<file path="src/rtl/merge_bitonic_pipe_pkg.sv">
// Shared definitions for the bitonic merge pipeline: size helpers and the pad key.
package merge_pkg;

    // Widest key supported by the pad constant; keys take the low WIDTH bits.
    localparam int PAD_MAX_W = 64;
    localparam logic [PAD_MAX_W-1:0] PAD = '1;

    // Ceiling log2 for elaboration-time sizing.
    function automatic int clog2(input int v);
        int r;
        r = 0;
        for (int i = 0; i < 31; i++) begin
            if ((1 << i) < v) r = i + 1;
        end
        return r;
    endfunction

    // Active merge size K = 2^(mode+2), clamped to the instance maximum n.
    function automatic int active_size(input int mode, input int n);
        int k;
        if (mode >= 29) return n;
        k = 1 << (mode + 2);
        return (k > n) ? n : k;
    endfunction

endpackage

</file>
<file path="src/rtl/merge_bitonic_pipe_if.sv">
// Valid/ready bundle between a producer of half-vector pairs and the merge pipeline.
interface merge_bitonic_pipe_if #(
    parameter int WIDTH = 8,
    parameter int N     = 16,
    parameter int MW    = 2
);
    logic                     in_valid;
    logic                     in_ready;
    logic [MW-1:0]            mode;
    logic [(N/2)*WIDTH-1:0]   ina;
    logic [(N/2)*WIDTH-1:0]   inb;
    logic                     out_valid;
    logic                     out_ready;
    logic [N*WIDTH-1:0]       c;
    logic [MW-1:0]            out_mode;

    // Producer/consumer side: drives inputs and output back-pressure.
    modport master (
        output in_valid, mode, ina, inb, out_ready,
        input  in_ready, out_valid, c, out_mode
    );

    // Merge pipeline side.
    modport slave (
        input  in_valid, mode, ina, inb, out_ready,
        output in_ready, out_valid, c, out_mode
    );
endinterface

</file>
<file path="src/rtl/merge_bitonic_pipe_cmp_swap.sv">
// Compare/exchange element: orders one key pair, equal keys pass straight through.
module cmp_swap #(
    parameter int WIDTH = 8
) (
    input  logic [WIDTH-1:0] a,
    input  logic [WIDTH-1:0] b,
    output logic [WIDTH-1:0] lo,
    output logic [WIDTH-1:0] hi
);
    logic swap;

    // Swap only on strict unsigned greater-than so ties keep their lanes.
    always_comb begin
        swap = (a > b);
        lo   = swap ? b : a;
        hi   = swap ? a : b;
    end
endmodule

</file>
<file path="src/rtl/merge_bitonic_pipe.sv">
// Pipelined bitonic merge: two sorted halves in, one ascending vector out,
// one half-cleaner level per register stage, run-time selectable merge size.
module merge_bitonic_pipe
    import merge_pkg::*;
#(
    parameter int WIDTH = 8,
    parameter int N     = 16,
    parameter int MW    = 2
) (
    input  logic                  clk,
    input  logic                  rst,
    merge_bitonic_pipe_if.slave   bus
);
    localparam int LOG_N = clog2(N);
    localparam int HALF  = N / 2;
    localparam logic [WIDTH-1:0] PAD_KEY = PAD[WIDTH-1:0];

    // Lanes at or above the active size carry no result and read as zero.
    function automatic logic [WIDTH-1:0] mask_key(input logic [WIDTH-1:0] key,
                                                  input int lane, input int k);
        return (lane < k) ? key : '0;
    endfunction

    logic                en;
    int                  k_in;
    int                  k_out;
    logic [WIDTH-1:0]    data_p0 [N];
    logic [WIDTH-1:0]    stg_in  [LOG_N][N];
    logic [WIDTH-1:0]    nxt_p   [LOG_N][N];
    logic [WIDTH-1:0]    data_p  [LOG_N][N];
    logic                vld_p   [LOG_N];
    logic [MW-1:0]       mode_p  [LOG_N];

    // Whole pipe advances together; it only stalls when a finished result is waiting.
    assign en            = bus.out_ready | ~bus.out_valid;
    assign bus.in_ready  = en;
    assign bus.out_valid = vld_p[LOG_N-1];
    assign bus.out_mode  = mode_p[LOG_N-1];

    // Pad inactive lanes and fold B in reversed so the input is bitonic for every mode.
    always_comb begin
        k_in = active_size(int'(bus.mode), N);
        for (int i = 0; i < HALF; i++) begin
            data_p0[i]       = (i < k_in / 2) ? bus.ina[i*WIDTH +: WIDTH] : PAD_KEY;
            data_p0[N-1-i]   = (i < k_in / 2) ? bus.inb[i*WIDTH +: WIDTH] : PAD_KEY;
        end
    end

    // Half-cleaner network: stage s compares lanes d = N >> (s+1) apart inside blocks of 2d.
    for (genvar s = 0; s < LOG_N; s++) begin : g_stage
        localparam int D = N >> (s + 1);

        for (genvar l = 0; l < N; l++) begin : g_lane
            if (s == 0) begin : g_first
                assign stg_in[s][l] = data_p0[l];
            end else begin : g_next
                assign stg_in[s][l] = data_p[s-1][l];
            end
        end

        for (genvar j = 0; j < HALF; j++) begin : g_cs
            localparam int LO = (j / D) * 2 * D + (j % D);
            cmp_swap #(.WIDTH(WIDTH)) u_cs (
                .a  (stg_in[s][LO]),
                .b  (stg_in[s][LO+D]),
                .lo (nxt_p[s][LO]),
                .hi (nxt_p[s][LO+D])
            );
        end
    end

    // Stage registers: data, valid and mode shift together under the shared enable.
    always_ff @(posedge clk) begin
        if (rst) begin
            for (int s = 0; s < LOG_N; s++) begin
                vld_p[s]  <= 1'b0;
                mode_p[s] <= '0;
                for (int l = 0; l < N; l++) data_p[s][l] <= '0;
            end
        end else if (en) begin
            vld_p[0]  <= bus.in_valid;
            mode_p[0] <= bus.mode;
            for (int s = 1; s < LOG_N; s++) begin
                vld_p[s]  <= vld_p[s-1];
                mode_p[s] <= mode_p[s-1];
            end
            for (int s = 0; s < LOG_N; s++) begin
                for (int l = 0; l < N; l++) data_p[s][l] <= nxt_p[s][l];
            end
        end
    end

    // Output: pads sorted to the top lanes are dropped by zeroing everything at or above K.
    always_comb begin
        k_out = active_size(int'(mode_p[LOG_N-1]), N);
        bus.c = '0;
        for (int l = 0; l < N; l++) begin
            bus.c[l*WIDTH +: WIDTH] = mask_key(data_p[LOG_N-1][l], l, k_out);
        end
    end

endmodule

</file>
<file path="src/flat_wrapper.sv">
// flat-port wrapper written by rule: the top's interface ports become plain ports
module merge_bitonic_pipe_flat import merge_pkg::*;
#(
    parameter int WIDTH = 8,
    parameter int N     = 16,
    parameter int MW    = 2
)
  (clk, rst, bus_in_valid, bus_mode, bus_ina, bus_inb, bus_out_ready, bus_in_ready, bus_out_valid, bus_c, bus_out_mode);
  merge_bitonic_pipe_if #(.WIDTH(WIDTH), .N(N), .MW(MW)) bus_i ();
  input  logic clk;
  input  logic rst;
  input wire logic [$bits(bus_i.in_valid)-1:0] bus_in_valid;
  input wire logic [$bits(bus_i.mode)-1:0] bus_mode;
  input wire logic [$bits(bus_i.ina)-1:0] bus_ina;
  input wire logic [$bits(bus_i.inb)-1:0] bus_inb;
  input wire logic [$bits(bus_i.out_ready)-1:0] bus_out_ready;
  output wire logic [$bits(bus_i.in_ready)-1:0] bus_in_ready;
  output wire logic [$bits(bus_i.out_valid)-1:0] bus_out_valid;
  output wire logic [$bits(bus_i.c)-1:0] bus_c;
  output wire logic [$bits(bus_i.out_mode)-1:0] bus_out_mode;
  assign bus_i.in_valid = bus_in_valid;
  assign bus_i.mode = bus_mode;
  assign bus_i.ina = bus_ina;
  assign bus_i.inb = bus_inb;
  assign bus_i.out_ready = bus_out_ready;
  assign bus_in_ready = bus_i.in_ready;
  assign bus_out_valid = bus_i.out_valid;
  assign bus_c = bus_i.c;
  assign bus_out_mode = bus_i.out_mode;
  merge_bitonic_pipe #(.WIDTH(WIDTH), .N(N), .MW(MW)) u_core (.clk(clk), .rst(rst), .bus(bus_i));
endmodule
</file>
<file path="config.mk">
export PLATFORM = sky130hd
export DESIGN_NAME = merge_bitonic_pipe_flat
export DESIGN_NICKNAME = d
export VERILOG_FILES = /design/src/rtl/merge_bitonic_pipe_pkg.sv /design/src/rtl/merge_bitonic_pipe_if.sv /design/src/rtl/merge_bitonic_pipe_cmp_swap.sv /design/src/rtl/merge_bitonic_pipe.sv /design/src/flat_wrapper.sv
export SDC_FILE = /design/constraint.sdc
export NUM_CORES = 1
export LEC_CHECK = 0
export ABC_AREA = 1
export BUFFER_PORTS_ARGS = -buffer_cell sky130_fd_sc_hd__buf_2
export CAP_MARGIN = 20
export CELL_PAD_IN_SITES_DETAIL_PLACEMENT = 0
export CELL_PAD_IN_SITES_GLOBAL_PLACEMENT = 1
export CORE_MARGIN = 4
export CORE_UTILIZATION = 44
export CTS_CLUSTER_DIAMETER = 40
export DETAILED_ROUTE_END_ITERATION = 10
export GPL_TIMING_DRIVEN = 0
export PLACE_DENSITY = 0.77
export SLEW_MARGIN = 0
export SYNTH_ARGS = -nofsm -noshare
export SYNTH_HDL_FRONTEND = slang
export SYNTH_HIERARCHICAL = 1
export SYNTH_SLANG_ARGS = --single-unit
</file>
<file path="constraint.sdc">
create_clock -name clk -period 17.4 [get_ports clk]
set_clock_uncertainty 0.05 [all_clocks]
set_input_delay 1.74 -clock clk [delete_from_list [all_inputs] [get_ports clk]]
set_output_delay 1.74 -clock clk [all_outputs]
set_load 0.005 [all_outputs]
</file>
Yosys cells after proc, flatten, opt, wreduce, memory -nomap -nowiden
Memory sizes are Yosys's and may differ from the RTL's.
Cells that the tools add are included.
{"block": "word_totals", "reg_bits": 0, "ramBits": 524, "out_inout_bits": 132, "wordCells": 316, "n_memories": 3}
{"name": "u_core.data_p", "words": 4, "word_bits": 128, "rd": 4, "rd_clocked_by_memory_dff": 0, "wr": 4, "line_no": "merge_bitonic_pipe.sv:30", "source": "logic [WIDTH-1:0] data_p [LOG_N][N];"}
{"name": "u_core.mode_p", "words": 4, "word_bits": 2, "rd": 4, "rd_clocked_by_memory_dff": 0, "wr": 4, "line_no": "merge_bitonic_pipe.sv:32", "source": "logic [MW-1:0] mode_p [LOG_N];"}
{"name": "u_core.vld_p", "words": 4, "word_bits": 1, "rd": 4, "rd_clocked_by_memory_dff": 0, "wr": 4, "line_no": "merge_bitonic_pipe.sv:31", "source": "logic vld_p [LOG_N];"}
{"block": "op_classes", "addsub": 3, "n_lt_le_gt_ge": 58, "shifts": 2, "n_mux": 175, "bitwise_logic": 75}
{"cell": "8-bit 2-to-1 mux", "n": 160}
{"cell": "8-bit > comparator", "n": 32}
{"cell": "4-bit by 32-bit < comparator with 1-bit output (first input constant)", "n": 8}
{"cell": "5-bit by 32-bit < comparator with 1-bit output (first input constant)", "n": 8}
{"cell": "3-bit by 32-bit < comparator with 1-bit output (first input constant)", "n": 4}
{"cell": "1-bit bitwise OR", "n": 73}
{"cell": "32-bit by 6-bit > comparator with 1-bit output (second input constant)", "n": 2}
{"cell": "1-bit by 32-bit < comparator with 1-bit output (first input constant)", "n": 2}
{"cell": "2-bit by 32-bit < comparator with 1-bit output (first input constant)", "n": 2}
{"cell": "32-bit 2-to-1 mux", "n": 2}
{"cell": "1-bit by 32-bit << shifter with 32-bit output (first input constant)", "n": 2}
{"cell": "32-bit by 1-bit adder with 32-bit output", "n": 1}
{"cell": "1-bit 2-to-1 mux", "n": 9}
{"cell": "2-bit 2-to-1 mux", "n": 4}
{"cell": "2-bit by 2-bit adder with 3-bit output (second input constant)", "n": 2}
{"cell": "1-bit bitwise AND", "n": 1}
{"cell": "1-bit inverter", "n": 1}

Longest topological paths before layout
Gate-level depths: netlist of the first run.
{"block": "logic_depth", "word_depth": 11, "ltp_mapped": 20, "mapped_depth_nobuf": 17}

By module
The synthesis of the first run kept the hierarchy.
{"module": "merge_bitonic_pipe", "instances": 1, "cells_per_inst": 2041, "area_each_um2": 25344.3, "seq_area_each_um2": 15735.1}
{"module": "cmp_swap", "instances": 32, "cells_per_inst": 87, "area_each_um2": 541.8, "seq_area_each_um2": 0.0}

Worst setup path after synthesis of the first run
No wires, ideal clock.
{"block": "synth_path", "path_kind": "input to register", "startpoint": "input bus_out_ready", "endpoint": "memory u_core/data_p[0][0] in the netlist's numbering (enable)", "setup_time_ns": 5.021, "t_arrival_ns": 13.341, "t_required_ns": 12.329, "path_slack_ns": -1.012, "stages": 2, "path_buffers": 0, "cell_sequence": "inv_2 > nand3_1"}
{"item": "start: declaration", "line_no": "flat_wrapper.sv:16", "source": "input wire logic [$bits(bus_i.out_ready)-1:0] bus_out_ready;"}
{"item": "end: declaration", "line_no": "merge_bitonic_pipe.sv:30"}

==> summary.md, run 1 <==
| Metric | Value |
|---|---|
| Post-route DRC | `0` |
| Fin cells | `6482` |
| Largest net degree at the start of global routing | `69` |
| DIE AREA | `102000 um^2` |
| Req. time, crit path | `15610 ps` |
| Ant diodes | `0` |
| Worst skew pair latency | `620 ps` |
| Synth cell types | `23` |
| Critical path capture point type | `primary output` |
| Pleak | `22.9 nW` |
| # fillers | `9086` |
| Initial DRC Count | `1665` |
| Post-Syn Nets | `5215` |
| Global Route met1 Usage | `0.277` |
| Layout area overhead | `13.5%` |
| Initial Util | `0.447` |
| Post-CTS sizing | `0` |
| Ys Warns | `6` |
| Synth Register Bits | `524` |
| Most frequent cells in the layout | `inv_1, nand2_2, nand2_1` |
| Hold_buf cts | `0` |
| Nets | `5540` |
| Max-slew headroom | `0.452` |
| GP Congestion | `0.915` |
| Peak Freq | `251 MHz` |
| Core Region | `95600 um^2` |
| Outcome | `completed` |
| Seq/Total Area, Yosys | `0.369` |
| Root cell of the clock tree | `clkbuf_16` |
| Commonest non-fill, non-tap cell in the layout | `inv_1` |
| WHS | `489 ps` |
| Worst Max-Slew Pin Slew | `822 ps` |
| Vias in the first global route | `28600` |
| Final Slew Violations | `0` |
| RSZ-0062 raised after global routing | `false` |
| Crit Path Class | `reg -> out` |
| CP Max Fanout | `10` |
| Worst VDD drop | `81.2 uV` |
| Met3 Usage GRT | `0.0239` |
| Cell Count Post-Placement | `6332` |
| Via count | `29700` |
| Cell mode on critical path | `buf_2` |
| Setup bufs post-CTS | `0` |
| Bufs and invs on worst path | `4` |
| Setup violators final | `0` |
| Final antenna-violating net count | `0` |
| Die width | `319 um` |
| IO buf count | `233` |
| Met2 Resource Use GR | `0.304` |
| Number of clock sinks | `524` |
| Avg Cell Area, Syn | `8.85 um^2` |
| Endpoints failing hold | `0` |
| R2R setup slack | `14660 ps` |
| DR WL/cell | `15.1 um` |
| Number of vias per cell | `4.59` |
| Worst Hold Class | `reg -> reg` |
| Initial DRT Pass Iterations | `5` |
| Final Cycle Share | `0.229` |
| Htree depth | `3` |
| Synth Cell Area | `42700 um^2` |
| Die Y | `319 um` |
| CTS tree | `yes` |
| CTS max path bufs | `3` |
| Share of cells above drive strength 1 | `0.364` |
| Max incr delay on CP | `520 ps` |
| Antenna violations before repair | `2` |
| CP max-delay cell | `buf_1` |
| Grt ovf | `0` |
| Setup TNS | `0 ps` |
| CTS Buf Count | `81` |
| Final Critical Period | `3990 ps` |
| # rows | `113` |
| Total routed wirelength | `97800 um` |
| Pwr per Cell Area | `137 nW/um^2` |
| GRT Util Overall | `0.192` |
| Max-cap viol count | `0` |
| Critical path arrival | `2200 ps` |
| First-pass GRT wire length | `157000 um` |
| Worst-path clk slew | `60 ps` |
| CP startpoint kind | `flip-flop` |
| Most Used Layer, Global Route | `met2` |
| Post-DP HPWL | `80400 um` |
| Top Family by Delay on Critical Path | `buffers and inverters` |
| CP cell instances | `buf_2 > buf_1 > nand2_1 > inv_1 > buf_2` |
| Io pins | `266` |
| Syn Inst Count | `4825` |
## path summary, 6_finish.rpt
kind,start,endpoint,depth (start not counted)
worst max-delay path,u_core/mode_p[3][1],bus_c[85],5
worst min-delay path,u_core/mode_p[0][1],u_core/mode_p[1][1],2
worst max register to register,u_core/vld_p[0][3],u_core/data_p[1][165],5
worst min register to register,u_core/mode_p[0][1],u_core/mode_p[1][1],2
## worst register-to-register path, stage by stage (launching register included)
cell,delay [ps]
edfxtp_1,520
nand3_4,540
buf_16,360
buf_12,320
buf_16,310
buf_12,290
## flip-flops by register name (all words and copies together), names as in the netlist
signal / count
u_core/mode_p: 8
u_core/vld_p: 4
u_core/data_p: 512
## cell type report
type / count / area (um^2) / share of cell area
timing repair buffer: 242 / 1400 / 0.0289
clock buffer: 86 / 2110 / 0.0435
tap: 1265 / 1580 / 0.0327
buffer: 238 / 2320 / 0.0479
clock inverter: 64 / 668 / 0.0138
inverter: 1006 / 3780 / 0.0779
sequential: 524 / 15700 / 0.325
multi-input combinational: 3057 / 20900 / 0.431
## synth_stat cells
cell type	count	area share
inv_1	973	0.086
nand2_2	706	0.10
nand2_1	673	0.059
edfxtp_1	524	0.37
nand3_1	513	0.060
nor2_4	432	0.11
ha_1	256	0.075
nor2_1	189	0.017
buf_12	76	0.036
clkbuf_1	75	0.0066
a21oi_1	64	0.0075
nand2_4	64	0.017
or2_2	61	0.0089
buf_2	49	0.0057
inv_2	33	0.0029
a21o_1	32	0.0056
buf_4	32	0.0056
nand4_4	32	0.016
nor2_2	32	0.0047
buf_1	4	0.00035
or2_1	3	0.00044
buf_6	1	0.00026
clkbuf_2	1	0.00012
## metal layers
metal	vias to the layer above	routed length, um
met2	628	44200
met4	0	2140
met5	-	0
li1	15500	-
met1	13500	46700
met3	129	4730
## power by group
part / switching (mW) / internal [mW]
combinational: 1.94 / 1.20
clock: 0.619 / 1.01
sequential: 0.200 / 1.67
## metrics by stage
stage	util	total power [mW]	cell area (um^2)	setup WS (ps)
floorplan	-	4.45	42700	5730
global placement	0.475	5.02	45400	1800
detailed placement	0.478	5.05	45700	12830
CTS	0.507	6.70	48500	13180
global route	0.507	7.10	48500	13160
finish	0.507	6.63	48500	13410
## kinds of logic after synthesis
family                   after synthesis  synth area share
AND/OR/NAND/NOR                     2705             0.400
flip-flops                           524             0.369
adder cells (fa/ha/maj)              256            0.0750
AO/OA/AOI/OAI                         96            0.0131
buffers and inverters               1244             0.143
No activity file was read; power rests on OpenSTA's default activity.
==> run 2: changes to the inputs <==
--- a/config.mk
+++ b/config.mk
@@ -11,11 +11,11 @@
 export CELL_PAD_IN_SITES_DETAIL_PLACEMENT = 0
 export CELL_PAD_IN_SITES_GLOBAL_PLACEMENT = 1
 export CORE_MARGIN = 4
-export CORE_UTILIZATION = 44
+export CORE_UTILIZATION = 48
 export CTS_CLUSTER_DIAMETER = 40
 export DETAILED_ROUTE_END_ITERATION = 10
 export GPL_TIMING_DRIVEN = 0
-export PLACE_DENSITY = 0.77
+export PLACE_DENSITY = 0.79
 export SLEW_MARGIN = 0
 export SYNTH_ARGS = -nofsm -noshare
 export SYNTH_HDL_FRONTEND = slang
==> constraint.sdc (replaced) <==
create_clock -name clk -period 3.86 [get_ports clk]
set_clock_uncertainty 0.05 [all_clocks]
set_input_delay 0.386 -clock clk [delete_from_list [all_inputs] [get_ports clk]]
set_output_delay 0.386 -clock clk [all_outputs]
set_load 0.005 [all_outputs]
==> run 2 against run 1 <==
Non-clock buffer count is 1 lower. Sequential power grew to 4.5 times the previous value. Highest routed layer unchanged. Critical path type is now reg -> reg. Register-to-register slack worse by 13000 ps.
==> summary.md, run 2 (synthesized netlist as in run 1, its figures left out) <==
| Metric | Value |
|---|---|
| Outcome | `completed` |
| Total routed wirelength | `96600 um` |
| Ant diodes | `0` |
| Post-route DRC | `0` |
| Pwr per Cell Area | `615 nW/um^2` |
| Pleak | `22.8 nW` |
| Core Region | `88200 um^2` |
| Final Cycle Share | `0.699` |
| Most frequent cells in the layout | `inv_1, nand2_2, nand2_1` |
| Number of vias per cell | `4.65` |
| Final core occ | `0.546` |
| Top reg by flops | `u_core/data_p` |
| Crit Path Class | `reg -> reg` |
| Peak Freq | `370 MHz` |
| Nets | `5537` |
| Worst VDD drop | `412 uV` |
| Initial DRC Count | `1474` |
| Final Slew Violations | `0` |
| Hold_buf cts | `0` |
| Final Critical Period | `2700 ps` |
| CTS tree | `yes` |
| Met3 Usage GRT | `0.0296` |
| Worst Hold Class | `in -> reg` |
| First-pass GRT wire length | `155000 um` |
| Io pins | `266` |
| Root cell of the clock tree | `clkbuf_16` |
| Max-slew headroom | `0.410` |
| IO buf count | `233` |
| Setup violators final | `0` |
| Initial Util | `0.484` |
| Grt ovf | `0` |
| Final worst slack | `1160 ps` |
| Biggest regs | `u_core/data_p: 512 flops, u_core/mode_p: 8 flops, u_core/vld_p: 4 flops` |
| Max reg flops | `512` |
| DIE AREA | `93800 um^2` |
| CTS Buf Count | `79` |
| # fillers | `8161` |
| Worst-path clk slew | `60 ps` |
| # rows | `109` |
| WHS | `177 ps` |
| Post-CTS sizing | `0` |
| Met2 Resource Use GR | `0.335` |
| Critical path arrival | `2940 ps` |
| Share of cells above drive strength 1 | `0.364` |
| Number of clock sinks | `524` |
| DR WL/cell | `15.1 um` |
| Overall power | `29.6 mW` |
| CP Max Fanout | `67` |
| Antenna violations before repair | `1` |
| Max-cap viol count | `0` |
| Endpoints failing hold | `0` |
| Die Y | `306 um` |
| Worst Max-Slew Pin Slew | `885 ps` |
| Setup bufs post-CTS | `0` |
| CP startpoint kind | `flip-flop` |
| Req. time, crit path | `4100 ps` |
| GRT Util Overall | `0.206` |
| Most Used Layer, Global Route | `met2` |
| Die width | `306 um` |
| Layout area overhead | `12.9%` |
| Largest net degree at the start of global routing | `70` |
| Setup WS pre-CTS | `519 ps` |
| Htree depth | `3` |
| Initial DRT Pass Iterations | `5` |
| Worst skew pair latency | `640 ps` |
| Global Route met1 Usage | `0.293` |
| Commonest non-fill, non-tap cell in the layout | `inv_1` |
| Post-DP HPWL | `79800 um` |
| Via count | `29700` |
| GP Congestion | `0.913` |
| Vias in the first global route | `28400` |
| CTS max path bufs | `3` |
| Critical path capture point type | `flip-flop` |
| RSZ-0062 raised after global routing | `false` |
| Final antenna-violating net count | `0` |
[run 2: changes by cell type in the layout (fill, tap and decap cells not counted), sizes merged]
cell,before,now
clkinv,30,28
clkinvlp,6,8
clkbuf,162,163
buf,404,403
bufinv,7,5
inv,1027,1025
[run 2: cell type report]
cell class | count | area (um^2) | area share
multi-input combinational | 3057 | 20900 | 0.433
tap | 1165 | 1460 | 0.0303
clock inverter | 60 | 628 | 0.0130
clock buffer | 87 | 2030 | 0.0421
buffer | 238 | 2320 | 0.0481
inverter | 1006 | 3780 | 0.0784
timing repair buffer | 241 | 1370 | 0.0285
sequential | 524 | 15700 | 0.327
[run 2: worst paths after layout]
check                          start                     to  slack (ps)  cells past startpoint
hold reg to reg   u_core/vld_p[0][2]     u_core/vld_p[0][3]         510                      2
setup reg to reg  u_core/vld_p[0][3]  u_core/data_p[1][152]        1160                      4
setup / recovery  u_core/vld_p[0][3]  u_core/data_p[1][152]        1160                      4
hold / removal           bus_mode[0]    u_core/mode_p[0][0]         180                      3
[run 2: metal layers]
metal | vias up | part of all wire
met5 | - | 0
met1 | 13400 | 0.47
li1 | 15500 | -
met3 | 112 | 0.056
met4 | 0 | 0.020
met2 | 673 | 0.46
[run 2: per-stage QoR]
| step | std cells | area (um^2) | TNS (ps) |
|---|---|---|---|
| 2_1_floorplan | 4825 | 42700 | -1118440 |
| 3_3_place_gp | 6223 | 45300 | -2183870 |
| 3_5_place_dp | 6231 | 45500 | 0 |
| 4_1_cts | 6378 | 48200 | 0 |
| 5_1_grt | 6378 | 48200 | 0 |
| 6_report | 6378 | 48200 | 0 |
[run 2: critical path, stage by stage, from the launching register on]
cell      delay [ps]
edfxtp_1         540
nand3_4          680
buf_16           350
buf_12           270
buf_16           330
[run 2: where the power goes]
group / switching [mW] / internal, mW / total, mW
Clock: 2.78 / 4.25 / 7.03
Sequential: 0.877 / 7.54 / 8.41
Combinational: 8.80 / 5.39 / 14.2
Total: 12.5 / 17.2 / 29.6
==> run 3: changes to the inputs <==
==> constraint.sdc (replaced) <==
create_clock -name clk -period 2.8 [get_ports clk]
set_clock_uncertainty 0.05 [all_clocks]
set_input_delay 0.28 -clock clk [delete_from_list [all_inputs] [get_ports clk]]
set_output_delay 0.28 -clock clk [all_outputs]
set_load 0.005 [all_outputs]
==> run 3 against run 2 <==
Cell count hardly changed. Largest cell class unchanged. Register-to-register slack got worse by 900 ps. Setup slack worse by 900 ps. Critical path type unchanged.
==> summary.md, run 3 (synthesized netlist as in run 1, its figures left out) <==
| Metric | Value |
|---|---|
| Worst skew pair latency | `620 ps` |
| Final core occ | `0.547` |
| Crit Path Class | `reg -> reg` |
| Largest net degree at the start of global routing | `71` |
| Ant diodes | `0` |
| # fillers | `8188` |
| Max-slew headroom | `0.425` |
| GRT Util Overall | `0.206` |
| Critical path arrival | `2770 ps` |
| Setup violators final | `0` |
| Initial DRT Pass Iterations | `5` |
| Vias in the first global route | `28400` |
| Max incr delay on CP | `530 ps` |
| Endpoints failing hold | `0` |
| Post-CTS sizing | `0` |
| Most frequent cells in the layout | `inv_1, nand2_2, nand2_1` |
| Biggest regs | `u_core/data_p: 512 flops, u_core/mode_p: 8 flops, u_core/vld_p: 4 flops` |
| Post-route DRC | `0` |
| Pleak | `22.8 nW` |
| Worst Hold Class | `in -> reg` |
| Max-cap viol count | `0` |
| IO buf count | `233` |
| DIE AREA | `93800 um^2` |
| DR WL/cell | `15.2 um` |
| CP max-delay cell | `nand3_4` |
| CTS Buf Count | `78` |
| Root cell of the clock tree | `clkbuf_16` |
| Initial DRC Count | `1602` |
| Cell mode on critical path | `buf_16` |
| Top reg by flops | `u_core/data_p` |
| Share of cells above drive strength 1 | `0.363` |
| Final Cycle Share | `0.907` |
| CP cell instances | `nand3_4 > buf_16 > buf_16 > buf_16` |
| First-pass GRT wire length | `154000 um` |
| Layout area overhead | `13.0%` |
| Peak Freq | `394 MHz` |
| Register area | `15700 um^2` |
| Nets | `5536` |
| Initial Util | `0.484` |
| Io pins | `266` |
| Number of clock sinks | `524` |
| CTS max path bufs | `3` |
| Core Region | `88200 um^2` |
| Final antenna-violating net count | `0` |
| Worst Max-Slew Pin Slew | `862 ps` |
| Max reg flops | `512` |
| Req. time, crit path | `3030 ps` |
| Die Y | `306 um` |
| Final Critical Period | `2540 ps` |
| Post-DP HPWL | `79600 um` |
| RSZ-0062 raised after global routing | `false` |
| Antenna violations before repair | `1` |
| Footprint of the multi-input gates | `20900 um^2` |
| Number of vias per cell | `4.63` |
| Via count | `29500` |
| WHS | `57.5 ps` |
| Final Slew Violations | `0` |
| Bufs and invs on worst path | `3` |
| GP Congestion | `0.916` |
| Outcome | `completed` |
| Hold_buf cts | `0` |
| Grt ovf | `0` |
| CTS tree | `yes` |
| Pwr per Cell Area | `853 nW/um^2` |
| Die width | `306 um` |
| Top Family by Delay on Critical Path | `buffers and inverters` |
| Setup TNS | `0 ps` |
| Worst VDD drop | `539 uV` |
| CP Max Fanout | `70` |
| Commonest non-fill, non-tap cell in the layout | `inv_1` |
| Htree depth | `3` |
| Total routed wirelength | `96900 um` |
| Critical path capture point type | `flip-flop` |
| Worst-path clk slew | `60 ps` |
| # rows | `109` |
| CP startpoint kind | `flip-flop` |
| Setup bufs post-CTS | `0` |
-- run 3: cell count changes in the layout (fill, tap and decap cells not counted), sizes merged --
cell,previous run,this run
bufinv,5,9
clkbuf,163,162
clkinv,28,18
clkinvlp,8,6
inv,1025,1032
-- run 3: report_power, final --
part           leakage (nW)  internal, mW  total (mW)  switching, mW
sequential             6.25          10.4        11.6           1.22
clock                  1.31          6.21        9.96           3.76
combinational          15.3          7.43        19.6           12.1
-- run 3: routing by layer --
layer	GRT usage	routed length [um]	up-vias
met5	0	0	-
met4	0.0535	1950	0
met3	0.0222	4280	100
met2	0.338	44700	581
met1	0.292	45900	13400
li1	-	-	15500
-- run 3: worst register-to-register path: stages (launching register included) --
cell and delay [ps]:
edfxtp_1 520, nand3_4 530, buf_16 360, buf_16 340, buf_16 380
-- run 3: cell type report --
cell class / count / share of cell area
inverters: 1006 / 0.0783
flip-flops and latches: 524 / 0.326
clock buffers: 86 / 0.0420
well taps: 1165 / 0.0302
plain buffers: 238 / 0.0481
clock inverters: 59 / 0.0142
multi-input cells: 3057 / 0.432
repair buffers: 241 / 0.0287
-- run 3: per-stage QoR --
step                total power [mW]  setup WS (ps)  instance area [um^2]  instances
floorplan                       27.6          -3190                 42700       4825
global placement                31.2          -5350                 45300       6223
detailed placement              31.4           -369                 45500       6231
CTS                             41.6            195                 48200       6376
global route                    43.9            112                 48200       6376
finish                          41.1            260                 48200       6376
-- run 3: path summary, 6_finish.rpt --
kind,from,endpoint,slack (ps),cells after the start
worst min register to register,u_core/mode_p[1][1],u_core/mode_p[2][1],490,2
worst min-delay path,bus_mode[0],u_core/mode_p[0][0],60,3
worst max-delay path,u_core/vld_p[0][3],u_core/data_p[1][174],260,4
worst max register to register,u_core/vld_p[0][3],u_core/data_p[1][174],260,4
